$ cat src/rtl/timer_pkg.sv
// Shared definitions for the memory-mapped timer: default register addresses,
// control/status bit positions and the register-select encoding.
package timer_pkg;

    localparam logic [31:0] DEF_ADDR_TCNT = 32'hF000_0020;
    localparam logic [31:0] DEF_ADDR_TLIM = 32'hF000_0024;
    localparam logic [31:0] DEF_ADDR_TCTL = 32'hF000_0028;

    localparam int TCTL_READY   = 0;
    localparam int TCTL_OVERRUN = 2;
    localparam int TCTL_IE      = 4;

    typedef enum logic [1:0] {
        SEL_NONE = 2'd0,
        SEL_TCNT = 2'd1,
        SEL_TLIM = 2'd2,
        SEL_TCTL = 2'd3
    } reg_sel_e;

endpackage

$ cat src/rtl/timer_prescaler.sv
// Divide-by-CLK_DIV prescaler: counts 0..CLK_DIV-1 and flags the last count as
// a one-cycle tick; clear restarts the count from zero at the next edge.
module timer_prescaler #(
    parameter int CLK_DIV = 100000
) (
    input  logic clk,
    input  logic reset,
    input  logic clear,
    output logic tick
);
    localparam int            PW   = $clog2(CLK_DIV);
    localparam logic [PW-1:0] LAST = PW'(CLK_DIV - 1);

    logic [PW-1:0] r_count;

    assign tick = (r_count == LAST);

    always_ff @(posedge clk) begin
        if (!reset) begin
            r_count <= '0;
        end else if (clear || tick) begin
            r_count <= '0;
        end else begin
            r_count <= r_count + PW'(1);
        end
    end

endmodule

$ cat src/rtl/timer_device.sv
// Memory-mapped timer with counter, limit and write-zero-to-clear status register.
// Define TIMER_IRQ_EN to add the interrupt-enable bit (TCTL[4]) and the irq output.
module timer_device
    import timer_pkg::*;
#(
    parameter int               DBITS     = 32,
    parameter int               CLK_DIV   = 100000,
    parameter logic [DBITS-1:0] ADDR_TCNT = DBITS'(DEF_ADDR_TCNT),
    parameter logic [DBITS-1:0] ADDR_TLIM = DBITS'(DEF_ADDR_TLIM),
    parameter logic [DBITS-1:0] ADDR_TCTL = DBITS'(DEF_ADDR_TCTL)
) (
    input  logic             clk,
    input  logic             reset,
    input  logic [DBITS-1:0] addr,
    input  logic [DBITS-1:0] wrData,
    input  logic             wrEn,
    output logic [DBITS-1:0] rdData,
    output logic             hit
`ifdef TIMER_IRQ_EN
    ,
    output logic             irq
`endif
);

    reg_sel_e         w_sel;
    logic             w_tick;
    logic             w_wr_tcnt;
    logic             w_wr_tlim;
    logic             w_wr_tctl;
    logic             w_wrap;
    logic             w_clr_ready;
    logic             w_clr_ovr;
    logic             w_set_ovr;
    logic             w_ie;
    logic [DBITS-1:0] r_tcnt;
    logic [DBITS-1:0] r_tlim;
    logic             r_ready;
    logic             r_ovr;

    always_comb begin
        w_sel = SEL_NONE;
        if (addr == ADDR_TCNT)      w_sel = SEL_TCNT;
        else if (addr == ADDR_TLIM) w_sel = SEL_TLIM;
        else if (addr == ADDR_TCTL) w_sel = SEL_TCTL;
    end

    assign hit       = (w_sel != SEL_NONE);
    assign w_wr_tcnt = wrEn && (w_sel == SEL_TCNT);
    assign w_wr_tlim = wrEn && (w_sel == SEL_TLIM);
    assign w_wr_tctl = wrEn && (w_sel == SEL_TCTL);

    timer_prescaler #(.CLK_DIV(CLK_DIV)) u_prescaler (
        .clk   (clk),
        .reset (reset),
        .clear (w_wr_tcnt),
        .tick  (w_tick)
    );

    // A counter store swallows the coinciding tick, including any wrap it would cause.
    assign w_wrap = w_tick && !w_wr_tcnt && (r_tlim != '0) &&
                    (r_tcnt >= r_tlim - DBITS'(1));

    assign w_clr_ready = w_wr_tctl && !wrData[TCTL_READY];
    assign w_clr_ovr   = w_wr_tctl && !wrData[TCTL_OVERRUN];
    // Software acknowledging ready in the wrap cycle has not missed this event.
    assign w_set_ovr   = w_wrap && r_ready && !w_clr_ready;

    always_ff @(posedge clk) begin
        if (!reset) begin
            r_tcnt  <= '0;
            r_tlim  <= '0;
            r_ready <= 1'b0;
            r_ovr   <= 1'b0;
        end else begin
            if (w_wr_tcnt)   r_tcnt <= wrData;
            else if (w_wrap) r_tcnt <= '0;
            else if (w_tick) r_tcnt <= r_tcnt + DBITS'(1);

            if (w_wr_tlim) r_tlim <= wrData;

            r_ready <= (r_ready && !w_clr_ready) || w_wrap;
            r_ovr   <= (r_ovr && !w_clr_ovr) || w_set_ovr;
        end
    end

`ifdef TIMER_IRQ_EN
    logic r_ie;
    logic r_irq;

    always_ff @(posedge clk) begin
        if (!reset) begin
            r_ie  <= 1'b0;
            r_irq <= 1'b0;
        end else begin
            if (w_wr_tctl) r_ie <= wrData[TCTL_IE];
            r_irq <= r_ready && r_ie;
        end
    end

    assign w_ie = r_ie;
    assign irq  = r_irq;
`else
    assign w_ie = 1'b0;
`endif

    always_comb begin
        rdData = '0;
        case (w_sel)
            SEL_TCNT: rdData = r_tcnt;
            SEL_TLIM: rdData = r_tlim;
            SEL_TCTL: begin
                rdData[TCTL_READY]   = r_ready;
                rdData[TCTL_OVERRUN] = r_ovr;
                rdData[TCTL_IE]      = w_ie;
            end
            default: rdData = '0;
        endcase
    end

endmodule

$ cat config.mk
export PLATFORM = sky130hd
export DESIGN_NAME = timer_device
export DESIGN_NICKNAME = d
export VERILOG_FILES = /design/src/rtl/timer_pkg.sv /design/src/rtl/timer_prescaler.sv /design/src/rtl/timer_device.sv
export SDC_FILE = /design/constraint.sdc
export NUM_CORES = 1
export LEC_CHECK = 0
export ABC_AREA = 1
export CORE_MARGIN = 5
export CORE_UTILIZATION = 55
export DETAILED_ROUTE_END_ITERATION = 6
export PLACE_DENSITY = 0.81
export RECOVER_POWER = 25
export SYNTH_ARGS = -nofsm -noshare
export SYNTH_HDL_FRONTEND = slang
export SYNTH_SLANG_ARGS = --single-unit
export TNS_END_PERCENT = 20
$ cat constraint.sdc
create_clock -name clk -period 6.75 [get_ports clk]
set_input_delay 2.025 -clock clk [delete_from_list [all_inputs] [get_ports clk]]
set_output_delay 2.025 -clock clk [all_outputs]
set_load 0.03 [all_outputs]
# == After elaboration in Yosys (flattened, before gate mapping) ==
# Index checks and enable logic that the tools add are counted.
# W data, S select, Z words.
# totals
register_bits,83
input_bits,67
out_inout_bits,33
wordCells,53
# classes
add_sub_neg,3
order_cmp,1
n_eq_ne,7
mux,12
bitwise_logic,1
reduce_logical,24
# op_table
op,count
$eq A32 B32 Y1 const B,3
$mux W32,3
$pmux W27 S2,1
$add A32 B1 Y32 const B,1
$ge A32 B32 Y1,1
$reduce_bool A32 Y1,1
$sub A32 B1 Y32 const B,1
$add A17 B1 Y17 const B,1
$eq A17 B17 Y1 const B,1
$logic_and A1 B1 Y1,12
$mux W2,3
$pmux W1 S2,3
$pmux W1 S3,2
$logic_not A1 Y1,5
$eq A2 B2 Y1 const B,2
$logic_or A1 B1 Y1,3
$reduce_bool A3 Y1,1
$eq A2 B1 Y1 const B,1
$reduce_bool A2 Y1,1
$reduce_or A2 Y1,1
$not A1 Y1,1

# == Depth between registers and ports, before layout ==
# Gate-level depths: netlist of the first run.
# logic_depth
ltp_word,13
ltp_mapped,21
ltp_nobuf,20

# == Modules after synthesis ==
# From an unflattened synthesis of the first run, not the netlist that was laid out.
# hier_totals
cells_unflattened,1093
hier_area_um2,6945.4
# by_module_without_submodules
module,n_inst,cells_each,area_per_inst_um2,seq_area_each_um2
timer_device,1,965,6057.1,1321.3
timer_prescaler,1,128,888.4,340.3

# == Worst setup path after synthesis of the first run ==
# OpenSTA, ideal clock, no wires.
# synth_path
path_type,input to output
from,in addr[19]
to,out rdData[12]
t_arrival_ps,3449
t_required_ps,4725
path_slack_ps,1276
cell_stages,8
path_buffers,1
path_cell_list,nor2_1 > nand2_1 > nor2_1 > nand2_1 > nor2_1 > nand2_1 > clkbuf_1 > o21ai_0
# synth_between
elab_chain_len,6
elab_cells_between_ends,9
cone_classes,5 x eq/ne; 4 x mux
# synth_rtl
element,line_no,text
start: declaration,timer_device.sv:14,"input logic [DBITS-1:0] addr,"
$eq A32 B32 Y1,timer_device.sv:44,else if (addr == ADDR_TCTL) w_sel = SEL_TCTL;
$mux W2,timer_device.sv:44,
$mux W2,timer_device.sv:43,else if (addr == ADDR_TLIM) w_sel = SEL_TLIM;
$mux W2 *,timer_device.sv:42,if (addr == ADDR_TCNT) w_sel = SEL_TCNT;
$eq A2 B2 Y1 / $eq A2 B1 Y1 (equally long branches),timer_device.sv:108,case (w_sel)
$pmux W27 S2 *,timer_device.sv:108,
end: declaration,timer_device.sv:17,"output logic [DBITS-1:0] rdData,"
# Every way passes the cells marked *; elsewhere a longest branch is shown, timed or not.

# == Final worst setup path of the first run ==
# layout_path
from,in addr[19]
to,out rdData[19]
# The elaborated chain is that of the path after synthesis.

==> results.rst, run 1 <==
.. list-table::
   :header-rows: 1

   * - Metric
     - Value
   * - Outcome
     - finished, violations left
   * - Violations in the final reports
     - capacitance limit, slew limit
   * - Buffers inserted by post-CTS timing repair
     - 0
   * - Die Width
     - approximately 120 um
   * - Reg-to-reg critical path endpoint
     - r_tcnt[28]$_SDFFE_PN0P_
   * - Placement Cell Area
     - ~0.0075 sq mm
   * - Final HPWL from detailed placement
     - 13980 um
   * - Most utilized layer in the global route result
     - met2
   * - Growth of design area from synthesis to finish
     - 18.51%
   * - Fraction of layout instances using a drive strength above 1
     - approximately 8%
   * - Core Util, Final
     - roughly two thirds
   * - Fmax
     - between 150 and 200 MHz
   * - Destination of the critical timing path
     - rdData[19]
   * - Clock-pin slew on the worst setup and hold paths
     - 60 ps
   * - Final sum of negative setup slack
     - 0 ps
   * - Area of the multi-input gates
     - between 0.003 and 0.004 sq mm
   * - Routed Wire Length
     - approximately 18000 um
   * - Post-route clock period utilization
     - between 90% and 100%
   * - PostCTS Resize Cnt
     - 0
   * - Number of inserted filler cells in the final layout
     - ~1000
   * - Latest clock arrival within the worst-skew pair
     - about 360 ps
   * - Pin count of the biggest net entering global routing
     - 65
   * - Leading area contributor after synthesis
     - sky130_fd_sc_hd__dfxtp_1
   * - Site Rows
     - 39
   * - Std-Cell Core Area
     - 0.01152 sq mm
   * - Antenna fix cells
     - 0
   * - GRT Residual Overflow
     - 0
   * - Via density
     - between 5 and 6
   * - Top-area cell type share of the netlist area
     - 25.48%
   * - Post-route antenna net violation count
     - 0
   * - Buffers from clock root to sink, at most
     - 2
   * - Worst Hold Margin
     - roughly 440 ps
   * - EDFF count, synth
     - 0
   * - Unrepaired setup endpoints after global routing
     - no
   * - Via count of the first global-routing pass
     - 6197
   * - Count of unresolved DRC violations after routing
     - 0
   * - Least-Margin Pin Slew
     - between 2000 and 2500 ps
   * - Crit-path max cell delay
     - 750 ps
   * - Slowest cell on crit path
     - sky130_fd_sc_hd__clkdlybuf4s50_1
   * - Initial Utilization
     - 56.63%
   * - Total track usage
     - 25.55%
   * - Most common flop cell mapped by yosys
     - sky130_fd_sc_hd__dfxtp_1
   * - Setup slack, reg-to-reg
     - about 3200 ps
   * - GR met1 Demand/Resource
     - about a third
   * - Final Total Pwr
     - around 1.1 mW
   * - Biggest fanout along the worst timing path
     - 4
   * - Global placement routability congestion
     - 0.9207
   * - Pwr dens
     - ~140 mW/mm^2
   * - Category of the critical setup timing path
     - input port to output pin
   * - Power spent charging and discharging nets
     - 251.9 uW
   * - Crit path arrival time
     - 4300 ps
   * - TritonCTS clock tree
     - done
   * - Synth top area cells
     - sky130_fd_sc_hd__dfxtp_1, sky130_fd_sc_hd__nand2_1, sky130_fd_sc_hd__inv_1
   * - Endpoint required time on the critical path
     - approximately 4700 ps
   * - Path depth of the worst reg2reg path
     - 20
   * - Sequential area share after synthesis
     - approximately a quarter
   * - Initial antenna violation count
     - 0
   * - Average footprint of a synthesized cell
     - between 6 and 7 sq um
   * - Hold Crit Class
     - flop to flop
   * - CP Launch Point
     - addr[19]
   * - Worst-path cell chain
     - dlygate4sd3_1 > nor2_1 > nand2_1 > nor2_1 > nand2_1 > nor2_1 > nand3_4 > o22ai_1 > clkdlybuf4s50_1
   * - Design area
     - a little under 0.008 sq mm
   * - Post-layout minimum cycle time
     - ~6300 ps
   * - H-tree level count
     - 3
   * - Synth top cells by count
     - sky130_fd_sc_hd__nand2_1, sky130_fd_sc_hd__inv_1, sky130_fd_sc_hd__nor2_1
   * - Reg-to-reg critical path startpoint
     - r_tlim[0]$_SDFFE_PN0P_
   * - Count of final setup violators
     - 0
   * - Boundary pin count
     - 100
   * - Count of TritonRoute iterations in the first routing pass
     - 5
   * - Height of the die
     - between 100 and 150 um
   * - Count of state elements after synthesis
     - 83
   * - Clk sinks
     - 83
   * - Reg power frac
     - between 40% and 50%
   * - Most frequent cell on the critical path
     - sky130_fd_sc_hd__nor2_1
   * - Asr flop ratio synth
     - 0%
   * - Clock tree skew after final layout
     - 8.348 ps
   * - Count of final hold-check violations
     - 0
   * - Synthesis Warnings
     - 0
   * - Number of distinct library cells after synthesis
     - a little over 40
   * - Synthesized instance count
     - between 1000 and 1500
   * - Leak Pwr
     - roughly 3.3 nW
   * - Maximum Capacitance Violations
     - 1
   * - Vias
     - 6736
   * - Net count after synthesis
     - about 1100
   * - Total of hold buffers inserted after clock tree synthesis
     - 0
   * - Number of DRC markers after the initial detailed-route iteration
     - approximately 560
   * - Worst IR Drop VDD
     - roughly 240 uV
   * - Syn Std Cell Area
     - approximately 0.0065 sq mm
   * - Type of destination of the critical path
     - output pin
   * - Global-route wire length before repair
     - ~30000 um
   * - Layout net count
     - about 1200
   * - GR Layer Usage met3
     - 6.303%
   * - Max transition margin
     - -45.36%
   * - Total count of max-transition violations in the final report
     - 65
   * - Met2 GRT Util
     - 42.56%
   * - Gate power share
     - under 10%
   * - Port Buffers
     - slightly below 100
   * - Die area
     - ~0.014 sq mm
   * - Sequential cell area
     - ~0.0017 sq mm
   * - Wire length per cell after detailed routing
     - approximately 15 um
   * - CTS Root Buffer Type
     - sky130_fd_sc_hd__clkbuf_16
   * - Num CTS Buffers
     - 9
   * - Startpoint Class
     - input port
   * - Int Pwr
     - 818.9 uW
   * - Most repeated cell in the gate-level netlist after synthesis
     - sky130_fd_sc_hd__nand2_1
   * - Fraction of power spent switching nets
     - roughly a quarter
   * - Share of total power in the clock network
     - between 40% and 50%
-- power groups by stage --
stage / Sequential (mW) / Combinational [mW] / Clock, mW
2_1_floorplan: 0.503 / 0.0200 / 0
3_3_place_gp: 0.503 / 0.0659 / 0
3_5_place_dp: 0.503 / 0.0665 / 0
4_1_cts: 0.492 / 0.0667 / 0.519
5_1_grt: 0.492 / 0.0711 / 0.536
6_report: 0.492 / 0.0658 / 0.513
-- state kept, by name (all words and copies together) (netlist names) --
| register | cells |
|---|---|
| r_tcnt | 32 |
| r_tlim | 32 |
| u_prescaler.r_count | 17 |
| r_ovr | 1 |
| r_ready | 1 |
-- worst max-delay path: cells and delay by family --
family | cells | cell delay [ps]
buffers and inverters | 2 | 1300
AOI/OAI and AO/OA | 1 | 260
and+or+nand+nor | 6 | 720
-- worst min path at each step --
stage | from | endpoint | slack [ps] | cells after the start
global placement | u_prescaler.r_count[0]$_SDFF_PP0_ | u_prescaler.r_count[0]$_SDFF_PP0_ | 420 | 1
CTS | u_prescaler.r_count[0]$_SDFF_PP0_ | u_prescaler.r_count[0]$_SDFF_PP0_ | 450 | 1
finish | u_prescaler.r_count[0]$_SDFF_PP0_ | u_prescaler.r_count[0]$_SDFF_PP0_ | 440 | 1
global route | u_prescaler.r_count[0]$_SDFF_PP0_ | u_prescaler.r_count[0]$_SDFF_PP0_ | 460 | 1
detailed placement | u_prescaler.r_count[0]$_SDFF_PP0_ | u_prescaler.r_count[0]$_SDFF_PP0_ | 440 | 1
floorplan | u_prescaler.r_count[0]$_SDFF_PP0_ | u_prescaler.r_count[0]$_SDFF_PP0_ | 420 | 1
-- placed cells by master (no fill, tap or decap), types with 2 or more instances in the layout --
master	netlist	layout
sky130_fd_sc_hd__nor2_1	136	137
sky130_fd_sc_hd__o22ai_1	54	54
sky130_fd_sc_hd__clkbuf_16	0	9
sky130_fd_sc_hd__nand4_1	13	13
sky130_fd_sc_hd__ha_1	35	35
sky130_fd_sc_hd__buf_4	0	35
sky130_fd_sc_hd__dfxtp_1	83	83
sky130_fd_sc_hd__xor2_1	52	52
sky130_fd_sc_hd__nand3b_1	4	4
sky130_fd_sc_hd__inv_2	3	3
sky130_fd_sc_hd__o21a_1	2	2
sky130_fd_sc_hd__nand2_2	2	2
sky130_fd_sc_hd__o21ai_1	5	3
sky130_fd_sc_hd__nor4_1	3	3
sky130_fd_sc_hd__nand3_1	28	28
sky130_fd_sc_hd__nor3_1	31	31
sky130_fd_sc_hd__nor3b_1	2	2
sky130_fd_sc_hd__inv_1	176	176
sky130_fd_sc_hd__a21oi_2	5	5
sky130_fd_sc_hd__nand2_1	193	193
sky130_fd_sc_hd__nor2_4	7	6
sky130_fd_sc_hd__nor2_2	4	5
sky130_fd_sc_hd__nor3_4	2	2
sky130_fd_sc_hd__dlygate4sd3_1	0	2
sky130_fd_sc_hd__a21oi_1	83	83
sky130_fd_sc_hd__xnor2_1	3	3
sky130_fd_sc_hd__clkdlybuf4s50_1	0	66
sky130_fd_sc_hd__or2_2	2	2
sky130_fd_sc_hd__nand3_2	3	3
sky130_fd_sc_hd__nor3_2	3	3
sky130_fd_sc_hd__o21ai_0	40	42
sky130_fd_sc_hd__nand3_4	3	3
sky130_fd_sc_hd__clkinv_4	0	3
-- logic make-up after synthesis --
family	synth area share, %
AND/OR/NAND/NOR	30.60
buffers and inverters	13.43
AO/OA/AOI/OAI	16.39
flip-flops	25.48
XOR/XNOR	7.387
adder cells (fa/ha/maj)	6.715
-- stage by stage --
stage / std cells / setup slack (ps)
2_1_floorplan: 1015 / 1276
3_3_place_gp: 1232 / 558.7
3_5_place_dp: 1232 / 565.3
4_1_cts: 1248 / 563.1
5_1_grt: 1248 / 229.0
6_report: 1248 / 421.0
-- metal layers --
layer,vias to the layer above,wire length [um]
li1,3444,-
met1,3070,8049
met2,190,8666
met3,32,1242
met4,0,479
met5,-,0
-- layout make-up --
type	count	share of cell area, %
multi-input combinational	722	51.27
inverter	180	8.742
clock buffer	9	2.914
tap	143	2.315
timing repair buffer	104	12.26
clock inverter	7	1.004
sequential	83	21.50
Note: power is estimated with default switching activity, not from simulation.
==> run 2: changes to the inputs <==
Settings changed: CORE_UTILIZATION 55 to 35, MAX_ROUTING_LAYER from default to met4, PLACE_DENSITY 0.81 to default.
==> run 2 against run 1 <==
- the flow still finishes with violations (capacitance limit, slew limit)
- clock skew fell by 1.8 ps
- critical path depth rose by 2
- design area is 2.2% higher
- first-iteration DRC count fell by 24%
- final cell count up 7.3%
- combinational power up 2%
- global-route usage fell by 6.6 points
- sequential share of layout area fell by 0.46 points
- via count decreased by 2.5%
==> results.rst, run 2 (synthesis results as in run 1) <==
.. list-table::
   :header-rows: 1

   * - Metric
     - Value
   * - Antenna fix cells
     - 0 (unchanged)
   * - Hold Crit Class
     - flop to flop
   * - Endpoint required time on the critical path
     - 4720 ps (about the same)
   * - Max transition margin
     - -43.90% (+1.5 points)
   * - Fmax
     - 157.6 MHz (-0.26%)
   * - Post-layout minimum cycle time
     - 6345 ps (+16.34 ps)
   * - Latest clock arrival within the worst-skew pair
     - 360 ps (about the same)
   * - Crit path arrival time
     - 4320 ps (+20 ps)
   * - Outcome
     - finished, violations left
   * - GRT Residual Overflow
     - 0 (unchanged)
   * - Violations in the final reports
     - capacitance limit, slew limit
   * - Final instance count without filler cells
     - 1339 (+7.3%)
   * - Type of destination of the critical path
     - output pin
   * - Site Rows
     - 50 (+28%)
   * - Worst Hold Path Cells
     - 1 (unchanged)
   * - Growth of design area from synthesis to finish
     - 21.11%
   * - Leak Pwr
     - 3.347 nW (+0.29%)
   * - Fraction of layout instances using a drive strength above 1
     - 7.873% (+0.090 points)
   * - Wire length per cell after detailed routing
     - 14.57 um (-1.4%)
   * - Pwr dens
     - 132.5 mW/mm^2 (-4.3%)
   * - Num CTS Buffers
     - 9 (unchanged)
   * - Routed Wire Length
     - 19510 um (+5.8%)
   * - CTS Root Buffer Type
     - sky130_fd_sc_hd__clkbuf_16
   * - Port Buffers
     - 99 (unchanged)
   * - Height of the die
     - 146.5 um (+23%)
   * - Initial Utilization
     - 35.22% (-21 points)
   * - Buffers from clock root to sink, at most
     - 2 (unchanged)
   * - Post-route antenna net violation count
     - 0 (unchanged)
   * - Count of TritonRoute iterations in the first routing pass
     - 5 (unchanged)
   * - Worst IR Drop VDD
     - 154.4 uV (-36%)
   * - Die Width
     - 146.5 um (+23%)
   * - Via count of the first global-routing pass
     - 6437 (+3.9%)
   * - Final HPWL from detailed placement
     - 15350 um (+9.8%)
   * - Total of hold buffers inserted after clock tree synthesis
     - 0 (unchanged)
   * - Vias
     - 6566 (-2.5%)
   * - Top delay family on crit path
     - buffers and inverters
   * - Startpoint Class
     - input port
   * - Global placement routability congestion
     - 0.9081 (-1.4%)
   * - Count of final hold-check violations
     - 0 (unchanged)
   * - Least-Margin Pin Slew
     - 2159 ps (-19.54 ps)
   * - Biggest fanout along the worst timing path
     - 15 (+11)
   * - PostCTS Resize Cnt
     - 0 (unchanged)
   * - Maximum Capacitance Violations
     - 2 (+1)
   * - TritonCTS clock tree
     - done
   * - Top Registers
     - r_tcnt (32), r_tlim (32), u_prescaler.r_count (17)
   * - Global-route wire length before repair
     - 32300 um (+8.5%)
   * - Placement Cell Area
     - 0.007637 sq mm (+2.5%)
   * - Post-route clock period utilization
     - 94.01% (+0.24 points)
   * - Layout net count
     - 1202 (unchanged)
   * - Slowest cell on crit path
     - sky130_fd_sc_hd__dlygate4sd3_1
   * - Initial antenna violation count
     - 0 (unchanged)
   * - Total track usage
     - 18.93% (-6.6 points)
   * - Std-Cell Core Area
     - 0.01852 sq mm (+61%)
   * - Count of unresolved DRC violations after routing
     - 0 (unchanged)
   * - Die area
     - 0.02146 sq mm (+52%)
   * - Total count of max-transition violations in the final report
     - 100 (+54%)
   * - Crit-path max cell delay
     - 560 ps (-190 ps)
   * - Number of DRC markers after the initial detailed-route iteration
     - 429 (-24%)
   * - Design area
     - 0.007898 sq mm (+2.2%)
   * - Final sum of negative setup slack
     - 0 ps (unchanged)
   * - Boundary pin count
     - 100 (unchanged)
   * - Unrepaired setup endpoints after global routing
     - no
   * - H-tree level count
     - 3 (unchanged)
   * - Pin count of the biggest net entering global routing
     - 65 (unchanged)
   * - Path depth of the worst reg2reg path
     - 20 (unchanged)
   * - Bufs and invs on worst path
     - 3 (+1)
   * - Count of final setup violators
     - 0 (unchanged)
   * - Clock-pin slew on the worst setup and hold paths
     - 70 ps (about the same)
   * - Worst-path cell chain
     - dlygate4sd3_1 > nor2_1 > nand2_1 > nor2_1 > nand2_1 > nor2_1 > nand3_4 > inv_1 > nand2_1 > o21ai_0 > buf_4
   * - Number of cells after detailed placement
     - 1323 (+7.4%)
   * - Path length in cells of the critical path
     - 11 (+2)
   * - Buffers inserted by post-CTS timing repair
     - 0 (unchanged)
   * - Via density
     - 4.904 (-9.1%)
   * - Clk sinks
     - 83 (unchanged)
   * - Clock tree skew after final layout
     - 6.522 ps (-1.826 ps)
   * - Category of the critical setup timing path
     - input port to output pin
   * - Leading cell type in the layout, fill and taps excluded
     - sky130_fd_sc_hd__nand2_1
   * - Most frequent cells in the layout
     - sky130_fd_sc_hd__nand2_1, sky130_fd_sc_hd__inv_1, sky130_fd_sc_hd__nor2_1
[run 2: changes by cell type in the layout (fill, tap and decap cells not counted)]
cell                              change
sky130_fd_sc_hd__buf_12               +6
sky130_fd_sc_hd__inv_6                +2
sky130_fd_sc_hd__clkinv_2             -1
sky130_fd_sc_hd__clkdlybuf4s50_1      -1
sky130_fd_sc_hd__bufinv_16            -1
sky130_fd_sc_hd__buf_4                -5
[run 2: area by class of cell]
class | instances | area (sq um)
fillers | 1980 | 10620
multi-input cells | 722 | 3963
flip-flops and latches | 83 | 1662
repair buffers | 104 | 1020
inverters | 180 | 675.6
well taps | 234 | 292.8
clock buffers | 9 | 225.2
clock inverters | 7 | 60.06
[run 2: worst paths after layout]
path	from	endpoint	slack, ps
worst max-delay path	addr[25]	rdData[4]	400
worst min-delay path	u_prescaler.r_count[0]$_SDFF_PP0_	u_prescaler.r_count[0]$_SDFF_PP0_	460
worst max register to register	r_tlim[0]$_SDFFE_PN0P_	r_tcnt[9]$_SDFFE_PN0P_	3260
worst min register to register	u_prescaler.r_count[0]$_SDFF_PP0_	u_prescaler.r_count[0]$_SDFF_PP0_	460
[run 2: metrics by stage]
step	util, %	power [mW]	hold slack, ps	setup WS [ps]
3_3_place_gp	41.24	0.5705	434.6	563.5
6_report	42.65	1.047	464.6	404.6
4_1_cts	42.78	1.064	460.9	535.2
2_1_floorplan	-	0.5229	417.5	1276
5_1_grt	42.65	1.088	476.9	183.2
3_5_place_dp	41.24	0.5712	447.2	542.5
[run 2: metal layers]
| metal | up-vias | global-route usage (%) | wire (um) |
|---|---|---|---|
| li1 | 3438 | - | - |
| met1 | 2959 | 23.72 | 8972 |
| met2 | 143 | 30.84 | 9254 |
| met3 | 26 | 3.724 | 906 |
| met4 | 0 | 5.880 | 378 |
| met5 | - | - | 0 |
[run 2: where the power goes]
group	switching, mW	internal [mW]	total (mW)
Clock	0.233	0.255	0.488
Sequential	0.000954	0.491	0.492
Combinational	0.0278	0.0391	0.0669
[run 2: worst reg2reg max path: stages, from the launching register on]
cell                      delay [ps]
sky130_fd_sc_hd__dfxtp_1         350
sky130_fd_sc_hd__inv_1           110
sky130_fd_sc_hd__ha_1            200
sky130_fd_sc_hd__nand2_2         120
sky130_fd_sc_hd__nor2_4          230
sky130_fd_sc_hd__nand3_4         150
sky130_fd_sc_hd__nor3_2          230
sky130_fd_sc_hd__nand3_2         170
sky130_fd_sc_hd__nor2_2          170
sky130_fd_sc_hd__nand2_1          80
sky130_fd_sc_hd__xor2_1          140
sky130_fd_sc_hd__ha_1            270
sky130_fd_sc_hd__nand2_1          70
sky130_fd_sc_hd__nor2_1           50
sky130_fd_sc_hd__nor3_1          160
sky130_fd_sc_hd__nand2_1          70
sky130_fd_sc_hd__a21oi_1         170
sky130_fd_sc_hd__nand2_1         180
sky130_fd_sc_hd__nand2_8         240
sky130_fd_sc_hd__nand2_1         100
sky130_fd_sc_hd__a21oi_1         120
==> run 3: changes to the inputs <==
Settings changed: MAX_ROUTING_LAYER met4 to default.
==> run 3 against run 2 <==
- the run still ends with capacitance limit, slew limit left
- count of clock-buffer cells in the layout unchanged
- worst hold slack is essentially flat
- maximum frequency about the same
- sequential cell count is the same
- combinational power about the same
- clock power about the same
- sequential share of layout area did not move
- design area did not move
- sequential power is essentially flat
- critical path type unchanged
==> results.rst, run 3 (synthesis results as in run 1) <==
.. list-table::
   :header-rows: 1

   * - Metric
     - Value
   * - Crit path arrival time
     - 4320 ps (about the same)
   * - Routed Wire Length
     - 19610 um (+0.49%)
   * - Top Registers
     - r_tcnt (32), r_tlim (32), u_prescaler.r_count (17)
   * - Design area
     - 0.007898 sq mm (unchanged)
   * - Total track usage
     - 18.38% (-0.55 points)
   * - Latest clock arrival within the worst-skew pair
     - 360 ps (about the same)
   * - Category of the critical setup timing path
     - input port to output pin
   * - Least-Margin Pin Slew
     - 2166 ps (+7.689 ps)
   * - H-tree level count
     - 3 (unchanged)
   * - Antenna fix cells
     - 0 (unchanged)
   * - Port Buffers
     - 99 (unchanged)
   * - Biggest fanout along the worst timing path
     - 15 (unchanged)
   * - Reg-to-reg critical path startpoint
     - r_tlim[0]$_SDFFE_PN0P_
   * - Pin count of the biggest net entering global routing
     - 65 (unchanged)
   * - Die area
     - 0.02146 sq mm (unchanged)
   * - Clock tree skew after final layout
     - 6.350 ps (-0.1716 ps)
   * - CTS Root Buffer Type
     - sky130_fd_sc_hd__clkbuf_16
   * - Global placement routability congestion
     - 0.8923 (-1.7%)
   * - Count of final setup violators
     - 0 (unchanged)
   * - Setup slack, reg-to-reg
     - 3260 ps (about the same)
   * - Layout net count
     - 1202 (unchanged)
   * - Worst min-delay path startpoint
     - u_prescaler.r_count[0]$_SDFF_PP0_
   * - Total count of max-transition violations in the final report
     - 100 (unchanged)
   * - Initial antenna violation count
     - 0 (unchanged)
   * - Violations in the final reports
     - capacitance limit, slew limit
   * - Die Width
     - 146.5 um (unchanged)
   * - Global-route wire length before repair
     - 32260 um (-0.11%)
   * - Via density
     - 4.892 (-0.23%)
   * - Std-Cell Core Area
     - 0.01852 sq mm (unchanged)
   * - Wire length per cell after detailed routing
     - 14.64 um (+0.49%)
   * - Number of DRC markers after the initial detailed-route iteration
     - 399 (-7.0%)
   * - Post-layout minimum cycle time
     - 6350 ps (+4.417 ps)
   * - Count of final hold-check violations
     - 0 (unchanged)
   * - Count of TritonRoute iterations in the first routing pass
     - 5 (unchanged)
   * - TritonCTS clock tree
     - done
   * - Vias
     - 6551 (-0.23%)
   * - Buffers inserted by post-CTS timing repair
     - 0 (unchanged)
   * - Total of hold buffers inserted after clock tree synthesis
     - 0 (unchanged)
   * - Max transition margin
     - -44.41% (-0.51 points)
   * - Type of destination of the critical path
     - output pin
   * - CP Launch Point
     - addr[25]
   * - Boundary pin count
     - 100 (unchanged)
   * - Via count of the first global-routing pass
     - 6435 (-0.031%)
   * - Height of the die
     - 146.5 um (unchanged)
   * - Growth of design area from synthesis to finish
     - 21.11% (unchanged)
   * - Clk sinks
     - 83 (unchanged)
   * - Startpoint Class
     - input port
   * - Placement Cell Area
     - 0.007637 sq mm (unchanged)
   * - Final HPWL from detailed placement
     - 15350 um (unchanged)
   * - Outcome
     - finished, violations left
   * - Final sum of negative setup slack
     - 0 ps (unchanged)
   * - Pwr dens
     - 132.8 mW/mm^2 (+0.16%)
   * - Unrepaired setup endpoints after global routing
     - no
   * - Leading cell type in the layout, fill and taps excluded
     - sky130_fd_sc_hd__nand2_1
   * - Count of unresolved DRC violations after routing
     - 0 (unchanged)
   * - Post-route clock period utilization
     - 94.07% (about the same)
   * - Clock-pin slew on the worst setup and hold paths
     - 70 ps (about the same)
   * - GRT Residual Overflow
     - 0 (unchanged)
   * - Maximum Capacitance Violations
     - 2 (unchanged)
   * - Site Rows
     - 50 (unchanged)
   * - Initial Utilization
     - 35.22% (unchanged)
   * - Num CTS Buffers
     - 9 (unchanged)
   * - Post-route antenna net violation count
     - 0 (unchanged)
   * - Leak Pwr
     - 3.347 nW (unchanged)
   * - Endpoint required time on the critical path
     - 4720 ps (about the same)
   * - Worst IR Drop VDD
     - 154.2 uV (about the same)
   * - Buffers from clock root to sink, at most
     - 2 (unchanged)
   * - PostCTS Resize Cnt
     - 0 (unchanged)
   * - Hold Crit Class
     - flop to flop
   * - Fraction of layout instances using a drive strength above 1
     - 7.873% (unchanged)
   * - Most frequent cells in the layout
     - sky130_fd_sc_hd__nand2_1, sky130_fd_sc_hd__inv_1, sky130_fd_sc_hd__nor2_1
   * - Fmax
     - 157.5 MHz (about the same)
## run 3: cell counts in the layout (fill, tap and decap cells not counted)
Identical to the previous run, type by type.
## run 3: final cells by class
cell class                 count  area [sq um]
multi-input combinational    722          3963
sequential                    83          1662
inverter                     180         675.6
clock inverter                 7         60.06
timing repair buffer         104          1020
tap                          234         292.8
fill                        1980         10620
clock buffer                   9         225.2
## run 3: layer usage
metal / part of all wire [%] / vias to the layer above / track usage (%)
met4: 1.9 / 0 / 5.880
met3: 4.8 / 24 / 4.035
met2: 47 / 132 / 30.86
li1: - / 3436 / -
met1: 46 / 2959 / 23.49
met5: 0 / - / 0
## run 3: worst max-delay path: stages
cell                            delay [ps]
sky130_fd_sc_hd__dlygate4sd3_1         560
sky130_fd_sc_hd__nor2_1                120
sky130_fd_sc_hd__nand2_1                60
sky130_fd_sc_hd__nor2_1                 90
sky130_fd_sc_hd__nand2_1               120
sky130_fd_sc_hd__nor2_1                240
sky130_fd_sc_hd__nand3_4               260
sky130_fd_sc_hd__inv_1                 420
sky130_fd_sc_hd__nand2_1                80
sky130_fd_sc_hd__o21ai_0               130
sky130_fd_sc_hd__buf_4                 220
## run 3: stage by stage
| stage | cells | util (%) | hold WS [ps] | setup slack [ps] | power (mW) |
|---|---|---|---|---|---|
| after global routing | 1339 | 42.65 | 476.9 | 183.2 | 1.087 |
| after detailed placement | 1323 | 41.24 | 447.2 | 542.5 | 0.5712 |
| after CTS | 1339 | 42.78 | 460.9 | 535.2 | 1.064 |
| final | 1339 | 42.65 | 464.6 | 400.2 | 1.048 |
| after global placement | 1323 | 41.24 | 434.6 | 563.5 | 0.5705 |
| after floorplan | 1015 | - | 417.5 | 1276 | 0.5229 |
## run 3: worst paths after layout
check	end	cells past startpoint
setup reg to reg	r_tcnt[9]$_SDFFE_PN0P_	20
hold reg to reg	u_prescaler.r_count[0]$_SDFF_PP0_	1
setup / recovery	rdData[4]	11
hold / removal	u_prescaler.r_count[0]$_SDFF_PP0_	1
## run 3: power breakdown
group | internal [mW] | switching, mW | leakage [nW] | total (mW)
sequential | 0.491 | 0.000954 | 0.669 | 0.492
clock | 0.255 | 0.234 | 0.137 | 0.490
combinational | 0.0391 | 0.0279 | 2.54 | 0.0670
total | 0.785 | 0.263 | 3.35 | 1.05
